### src/rtl/rr_mux_reg.sv
`default_nettype none
// ============================================================================
// Module      : rr_mux_reg
// Description : N-channel arbiter (round-robin or fixed priority) feeding a
//               single registered output slot with valid/ready handshakes.
// Revision    : 1.0 - initial release
// ============================================================================
module rr_mux_reg #(
    parameter int WIDTH = 16,
    parameter int NCH   = 4
) (
    input  logic                     clk,
    input  logic                     rst,
    input  logic [NCH*WIDTH-1:0]     in_data,
    input  logic [NCH-1:0]           in_valid,
    output logic [NCH-1:0]           in_ready,
    input  logic                     mode,
    output logic [WIDTH-1:0]         out_data,
    output logic [$clog2(NCH)-1:0]   out_ch,
    output logic                     out_valid,
    input  logic                     out_ready
);

    localparam int PTRW = $clog2(NCH);

    logic [WIDTH-1:0] r_out_data;
    logic [PTRW-1:0]  r_out_ch;
    logic             r_out_valid;
    logic [PTRW-1:0]  r_ptr;

    logic [WIDTH-1:0] w_ch_data [NCH];
    logic [PTRW-1:0]  w_start;
    logic [PTRW-1:0]  w_idx;
    logic [PTRW-1:0]  w_gnt;
    logic             w_gnt_found;
    logic             w_load_en;
    logic [NCH-1:0]   w_ready;
    logic             w_xfer;

    genvar gi;
    generate
        for (gi = 0; gi < NCH; gi++) begin : g_unpack
            assign w_ch_data[gi] = in_data[gi*WIDTH +: WIDTH];
        end
    endgenerate

    assign w_load_en = !r_out_valid || out_ready;
    assign w_start   = mode ? '0 : r_ptr;

    // Scan from the highest offset down so the closest channel to w_start wins.
    // NCH is a power of two, so the PTRW-bit add wraps modulo NCH for free.
    always_comb begin
        w_gnt_found = 1'b0;
        w_gnt       = '0;
        w_idx       = '0;
        for (int k = NCH - 1; k >= 0; k--) begin
            w_idx = w_start + PTRW'(k);
            if (in_valid[w_idx]) begin
                w_gnt_found = 1'b1;
                w_gnt       = w_idx;
            end
        end
    end

    always_comb begin
        w_ready = '0;
        if (w_gnt_found && w_load_en && !rst) begin
            w_ready[w_gnt] = 1'b1;
        end
    end

    assign w_xfer = |(w_ready & in_valid);

    always_ff @(posedge clk) begin
        if (rst) begin
            r_out_data  <= '0;
            r_out_ch    <= '0;
            r_out_valid <= 1'b0;
            r_ptr       <= '0;
        end else if (w_xfer) begin
            r_out_data  <= w_ch_data[w_gnt];
            r_out_ch    <= w_gnt;
            r_out_valid <= 1'b1;
            if (!mode) begin
                r_ptr <= w_gnt + PTRW'(1);
            end
        end else if (out_ready) begin
            r_out_valid <= 1'b0;
        end
    end

    assign in_ready  = w_ready;
    assign out_data  = r_out_data;
    assign out_ch    = r_out_ch;
    assign out_valid = r_out_valid;

endmodule
`default_nettype wire

### config.mk
export PLATFORM = sky130hd
export DESIGN_NAME = rr_mux_reg
export DESIGN_NICKNAME = d
export VERILOG_FILES = /design/src/rtl/rr_mux_reg.sv
export SDC_FILE = /design/constraint.sdc
export NUM_CORES = 1
export LEC_CHECK = 0
export ABC_AREA = 0
export CAP_MARGIN = 25
export CORE_AREA = 2 2 106 57
export DETAILED_ROUTE_END_ITERATION = 7
export DIE_AREA = 0 0 108 59
export GPL_TIMING_DRIVEN = 0
export PLACE_DENSITY = 0.61
export REMOVE_ABC_BUFFERS = 1
export SKIP_CTS_REPAIR_TIMING = 1
export SLEW_MARGIN = 20
export SYNTH_ARGS = -nofsm -noshare
export SYNTH_HDL_FRONTEND = slang
export SYNTH_SLANG_ARGS = --single-unit
### constraint.sdc
create_clock -name clk -period 3.6 [get_ports clk]
set_input_delay 0.72 -clock clk [delete_from_list [all_inputs] [get_ports clk]]
set_output_delay 0.72 -clock clk [all_outputs]
set_load 0.01 [all_outputs]
==> results by group, run 1 <==
Job
  – Max capacitance violation total: 0

GRT
  – Met3 usage: 0.0220
  – Grt total ovfl: 0
  – Vias in the first global route: 1696
  – M2 GR Usage: 0.312
  – Met1 usage: 0.200
  – Global Route Usage Sum: 0.165
  – First-pass GRT wire length: 8250 µm
  – GR peak layer: met2
  – Initial antenna violation count: 0
  – Largest net degree at the start of global routing: 40

Synthesis
  – Synth area leaders: dfxtp_1 26%, a211oi_1 12%, mux2i_1 11%, a21boi_0 7.6%, o21bai_1 7.6%
  – Xor/xnor share of the synthesized area: 0.00551
  – Post-synth EDFFs: 0
  – Mean Syn Cell Area: 9.52 µm²
  – Cell area after synthesis: 1590 µm²
  – Synth Warn #: 0
  – Post-synthesis sequential area ratio: 0.265
  – Top post-synthesis cells by count: 26 x a211oi_1, 21 x dfxtp_1, 17 x mux2i_1, 16 x a21boi_0, 16 x o21bai_1
  – Largest family of logic cells by synthesized area: compound AO/OA/AOI/OAI gates
  – Distinct cells, synth: 36
  – Cell accounting for the most synthesized area: dfxtp_1
  – Post-synth ARST share: 0
  – Share of the synthesized area in the top cell type: 0.265
  – Top FF cell, synth: dfxtp_1
  – Post-Synth Adder-Cell Area: 0
  – Seq cells post-synth: 21
  – Count leader, synth: a211oi_1
  – Post-synthesis compound-gate area fraction: 0.431
  – Post-Synth Simple-Gate Area: 0.117
  – Mux contribution to synthesized area: 0.107
  – Synth Instances: 167

Setup path
  – Max stage delay on crit path: 0.54 ns
  – Worst path bufs/invs: 3
  – Slowest CP cell: clkdlybuf4s50_1
  – Req. time, crit path: 2.88 ns
  – Critical path startpoint category: primary input
  – WS Path Type: primary input to output port
  – Cell family with most CP delay: buffers and inverters
  – Critical path peak fanout: 16
  – CP endpoint kind: output port
  – CP Data Arrival Time: 2.78 ns
  – CP Cell Sequence: dlymetal6s2s_1, and3b_1, a2111oi_4, a221oi_4, nor2b_4, buf_8, nor2b_1, clkdlybuf4s50_1

Die
  – Die area: 6370 µm²
  – Starting density of the core: 0.297
  – Die Wd: 108 µm
  – Row cnt: 19
  – CORE AREA: 5350 µm²
  – Die Y: 59 µm
  – Io pins: 95

Clock tree
  – Bufs on Longest Clock Path: 2
  – CTS Buf Count: 3
  – Clk sink count: 21
  – TritonCTS clock tree: yes
  – Skew-Pair Late Insertion Delay: 0.26 ns
  – CTS H-tree depth: 1
  – Root Buffer Master: clkbuf_8
  – Clk pin slew, worst setup/hold paths: 0.08 ns

Power and ir drop
  – Sequential share of power: 0.355
  – Leakage Power: 1.08 nW
  – Pwr dens: 279 nW/µm²
  – Clock share of power: 0.207
  – Peak supply drop: 0.135 mV
  – Comb power frac: 0.438
  – Switch Pwr: 0.236 mW
  – Net Sw Frac: 0.311
  – Total power: 0.759 mW
  – Int Power: 0.523 mW

Layout
  – Final Cell Area: 2720 µm²
  – Area growth from synthesis to layout: 71.3%
  – Final net count: 334
  – Share of layout cells above drive strength 1: 0.126
  – Ant diodes: 0
  – Final core utilization: 0.509

Drt
  – Post-DR wirelength/cell: 16.5 µm
  – Via density: 4.93
  – 1st-iter DRT viols: 59
  – DRC Markers: 0
  – Post-DRT Antenna Nets: 0
  – Routed wire length: 5510 µm
  – Drt first pass iters: 4
  – DR vias: 1647

STA
  – Worst setup margin: 0.0980 ns
  – Achievable Freq: 0.286 GHz
  – Skew final: 0.00353 ns
  – Min cycle time layout: 3.50 ns
  – Least-Margin Pin Slew: 0.804 ns
  – Final hold violations: 0
  – Final Max Tran Viols: 0
  – Endpoints failing setup: 0
  – WHS: 0.506 ns
  – Slew HR: 0.463
  – Period utilization: 0.973

Run status
  – Run status: finished, final reports clean

Hold path
  – Hold Path Class: flop to flop

Place
  – Gpl congestion: 0.760
  – Dpl hpwl: 3770 µm
  – Buffers added on ports: 94
  – Post-Place Setup Slack: -0.708 ns
  – Post-DP Area: 2550 µm²
## layout by cell type, fill, tap and decap left out, types with 2 or more instances in the layout
master	n
mux2i_1	17
clkbuf_8	3
nand2b_1	5
o21ai_0	2
nor2b_1	3
o21bai_1	16
clkdlybuf4s50_1	88
dlymetal6s2s_1	5
dfxtp_1	21
o22ai_1	2
inv_1	2
a211oi_1	26
buf_8	2
a21boi_0	16
nor2_1	8
a211oi_2	8
and2_2	2
buf_4	6
a21oi_1	4
## worst reg2reg max path: cells and delay by family (launching register included)
family,cells,cell delay [ns]
and+or+nand+nor,2,0.81
DFF,1,0.42
muxes,1,0.16
AOI/OAI and AO/OA,3,0.70
## flip-flops by register name, indices dropped and copies added, names as in the netlist
signal / count
out_data: 16
out_ch: 2
out_valid: 1
r_ptr: 2
## metal layers
| layer | wire, µm | part of all wire |
|---|---|---|
| met2 | 2900 | 0.53 |
| met4 | 58 | 0.011 |
| met5 | 0 | 0 |
| met3 | 111 | 0.020 |
| met1 | 2440 | 0.44 |
## path summary, 6_finish.rpt
path / from / endpoint / slack (ns) / cells after the start
worst max-delay path: in_valid[1] / in_ready[3] / 0.1 / 8
worst min-delay path: out_ch[0] / out_ch[0] / 0.51 / 2
worst max register to register: r_ptr[1] / out_data[13] / 1.44 / 6
worst min register to register: out_ch[0] / out_ch[0] / 0.51 / 2
## kinds of logic (layout without fill, tap and decap cells)
logic type	after synthesis	in the layout
simple gates	29	31
xor+xnor	1	1
flops	21	21
mux	17	17
compound gates	82	82
buf+inv	17	109
## through the flow
step | TNS, ns | cells
2_1_floorplan | 0 | 152
3_3_place_gp | -22.66 | 319
3_5_place_dp | -2.46 | 321
4_1_cts | -2.54 | 325
5_1_grt | -0.000455 | 334
6_report | 0 | 334
## cell type report
cell class | instances | area [µm²]
well taps | 73 | 91.3
repair buffers | 103 | 1040
multi-input cells | 131 | 1110
inverters | 2 | 7.51
clock buffers | 4 | 45.0
flip-flops and latches | 21 | 420
fillers | 503 | 2630
## power by group through the flow
stage | logic (mW) | registers [mW] | clock network [mW]
CTS | 0.313 | 0.269 | 0.163
detailed placement | 0.312 | 0.274 | 0
global placement | 0.303 | 0.273 | 0
finish | 0.332 | 0.270 | 0.157
floorplan | 0.132 | 0.283 | 0
global route | 0.357 | 0.273 | 0.173
No activity file was read; power rests on OpenSTA's default activity.
==> run 2: changes to the inputs <==
CTS_BUF_LIST = sky130_fd_sc_hd__clkbuf_4 sky130_fd_sc_hd__clkbuf_8   (was not set)
PLACE_DENSITY = 0.64   (was 0.61)
clock period = 3.2 ns   (was 3.6 ns; I/O delays follow)
==> results by group, run 2 (synthesis gave the netlist of run 1 again) <==
Hold path
  – Hold path depth: 2 (unchanged)
  – Hold Path Class: flop to flop

Place
  – Buffers added on ports: 94 (unchanged)
  – Gpl congestion: 0.787 (+3.5%)
  – Post-Place Setup Slack: -1.26 ns (-0.554 ns)
  – Post-DP Area: 2540 µm² (-0.15%)
  – Dpl hpwl: 3730 µm (-0.87%)
  – DP Cell Count: 321 (unchanged)

Die
  – CORE AREA: 5350 µm² (unchanged)
  – Io pins: 95 (unchanged)
  – Starting density of the core: 0.297 (unchanged)
  – Row cnt: 19 (unchanged)
  – Die Wd: 108 µm (unchanged)
  – Die area: 6370 µm² (unchanged)
  – Die Y: 59 µm (unchanged)

STA
  – Endpoints failing setup: 0 (unchanged)
  – Achievable Freq: 0.325 GHz
  – RSZ-0062 raised after global routing: false
  – Slew HR: 0.445 (-0.0182)
  – Final Max Tran Viols: 0 (unchanged)
  – Min cycle time layout: 3.08 ns
  – Final hold violations: 0 (unchanged)
  – Least-Margin Pin Slew: 0.832 ns (+0.0273 ns)
  – Skew final: 0.00397 ns (+0.000438 ns)
  – Setup TNS: 0 ns (unchanged)
  – Worst setup margin: 0.121 ns (+0.0234 ns)
  – Period utilization: 0.962

Power and ir drop
  – Sequential share of power: 0.345 (-0.010)
  – Leakage Power: 1.15 nW (+6.0%)
  – Switch Pwr: 0.269 mW (+14%)
  – Total power: 0.879 mW (+16%)
  – Pwr dens: 314 nW/µm² (+13%)
  – Comb power frac: 0.445 (+0.007)
  – Clock share of power: 0.209 (+0.002)
  – Int Power: 0.610 mW (+17%)
  – Peak supply drop: 0.140 mV (+4.0%)
  – Net Sw Frac: 0.306 (-0.00552)

Clock tree
  – TritonCTS clock tree: yes
  – Root Buffer Master: clkbuf_8
  – Clk sink count: 21 (unchanged)
  – Bufs on Longest Clock Path: 2 (unchanged)
  – Clk pin slew, worst setup/hold paths: 0.07 ns (about the same)
  – Skew-Pair Late Insertion Delay: 0.26 ns (about the same)
  – CTS H-tree depth: 1 (unchanged)
  – CTS Buf Count: 3 (unchanged)

GRT
  – Grt total ovfl: 0 (unchanged)
  – Largest net degree at the start of global routing: 40 (unchanged)
  – Global Route Usage Sum: 0.169 (+0.00482)
  – Initial antenna violation count: 0 (unchanged)
  – Met3 usage: 0.0264 (+0.00440)
  – M2 GR Usage: 0.312 (unchanged)
  – Met1 usage: 0.214 (+0.0144)
  – Vias in the first global route: 1665 (-1.8%)
  – GR peak layer: met2
  – First-pass GRT wire length: 8510 µm (+3.1%)

Layout
  – Most frequent cells in the layout: 86 x clkdlybuf4s50_1, 26 x a211oi_1, 21 x dfxtp_1
  – Area growth from synthesis to layout: 75.9%
  – Most common cell after layout, fill and taps aside: clkdlybuf4s50_1
  – Share of layout cells above drive strength 1: 0.190 (+0.0633)
  – Largest register FFs: 16 (unchanged)
  – Final net count: 347 (+3.9%)
  – Fillers: 484 (-3.8%)
  – Final Cell Area: 2800 µm² (+2.7%)
  – Post-route non-filler standard cell count: 347 (+3.9%)
  – Ant diodes: 0 (unchanged)

Drt
  – Post-DRT Antenna Nets: 0 (unchanged)
  – Drt first pass iters: 4 (unchanged)
  – Routed wire length: 5540 µm (+0.69%)
  – DRC Markers: 0 (unchanged)
  – Via density: 5.01 (+1.7%)
  – 1st-iter DRT viols: 49 (-17%)
  – Post-DR wirelength/cell: 16.0 µm (-3.1%)
  – DR vias: 1740 (+5.6%)

Run status
  – Run status: finished, final reports clean

Setup path
  – CP endpoint kind: output port
  – Req. time, crit path: 2.56 ns (-0.32 ns)
  – Max stage delay on crit path: 0.54 ns (about the same)
  – WS Path Type: primary input to output port
  – Slowest CP cell: clkdlybuf4s50_1
  – Critical path startpoint category: primary input
  – CP Data Arrival Time: 2.44 ns (-0.34 ns)
  – Worst reg2reg path depth: 8 (+2)
  – CP Cell Sequence: clkbuf_2, and4b_1, a2111oi_4, a221oi_4, buf_4, nand2_4, nor2_1, clkdlybuf4s50_1
  – Critical path peak fanout: 8 (-8)

Job
  – Max capacitance violation total: 0 (unchanged)
==> run 2: changes by cell type in the layout (fill, tap and decap cells not counted) <==
cell	delta
dlymetal6s2s_1	-2
clkbuf_2	+3
buf_2	+1
buf_4	+13
clkbuf_1	-1
buf_6	+1
and3b_2	+1
clkdlybuf4s50_1	-2
buf_8	-1
clkbuf_4	+1
and3b_1	-1
==> run 2: power groups by stage <==
stage / Sequential [mW] / Combinational, mW / Clock (mW)
final: 0.303 / 0.391 / 0.184
after CTS: 0.303 / 0.351 / 0.191
after floorplan: 0.318 / 0.148 / 0
after global routing: 0.307 / 0.422 / 0.208
after detailed placement: 0.308 / 0.350 / 0
after global placement: 0.307 / 0.340 / 0
==> run 2: layout make-up <==
cell class / instances / area [µm²] / area share
Timing Repair Buffer: 116 / 1110 / 0.398
Multi-Input combinational cell: 131 / 1110 / 0.399
Clock buffer: 4 / 48.8 / 0.0175
Tap cell: 73 / 91.3 / 0.0327
Sequential cell: 21 / 420 / 0.150
Inverter: 2 / 7.51 / 0.00269
==> run 2: final timing paths <==
path / from / to / slack (ns)
max: in_valid[0] / in_ready[1] / 0.12
min: out_valid / out_valid / 0.51
max reg2reg: r_ptr[1] / out_data[1] / 0.99
min reg2reg: out_valid / out_valid / 0.51
==> run 2: layer usage <==
layer / up-vias / wire (µm)
met2: 23 / 2890
met5: - / 0
met4: 0 / 32
met1: 848 / 2490
li1: 865 / -
met3: 4 / 125
==> run 2: critical path, delay by kind of cell <==
family          cells  cell delay [ns]
buf+inv             3             0.93
compound gates      2             0.45
simple gates        3             0.42
==> run 2: per-stage QoR <==
step | util | hold slack [ns]
global placement | 0.469 | 0.476
detailed placement | 0.476 | 0.492
finish | 0.523 | 0.512
CTS | 0.485 | 0.514
floorplan | - | 0.501
global route | 0.523 | 0.543
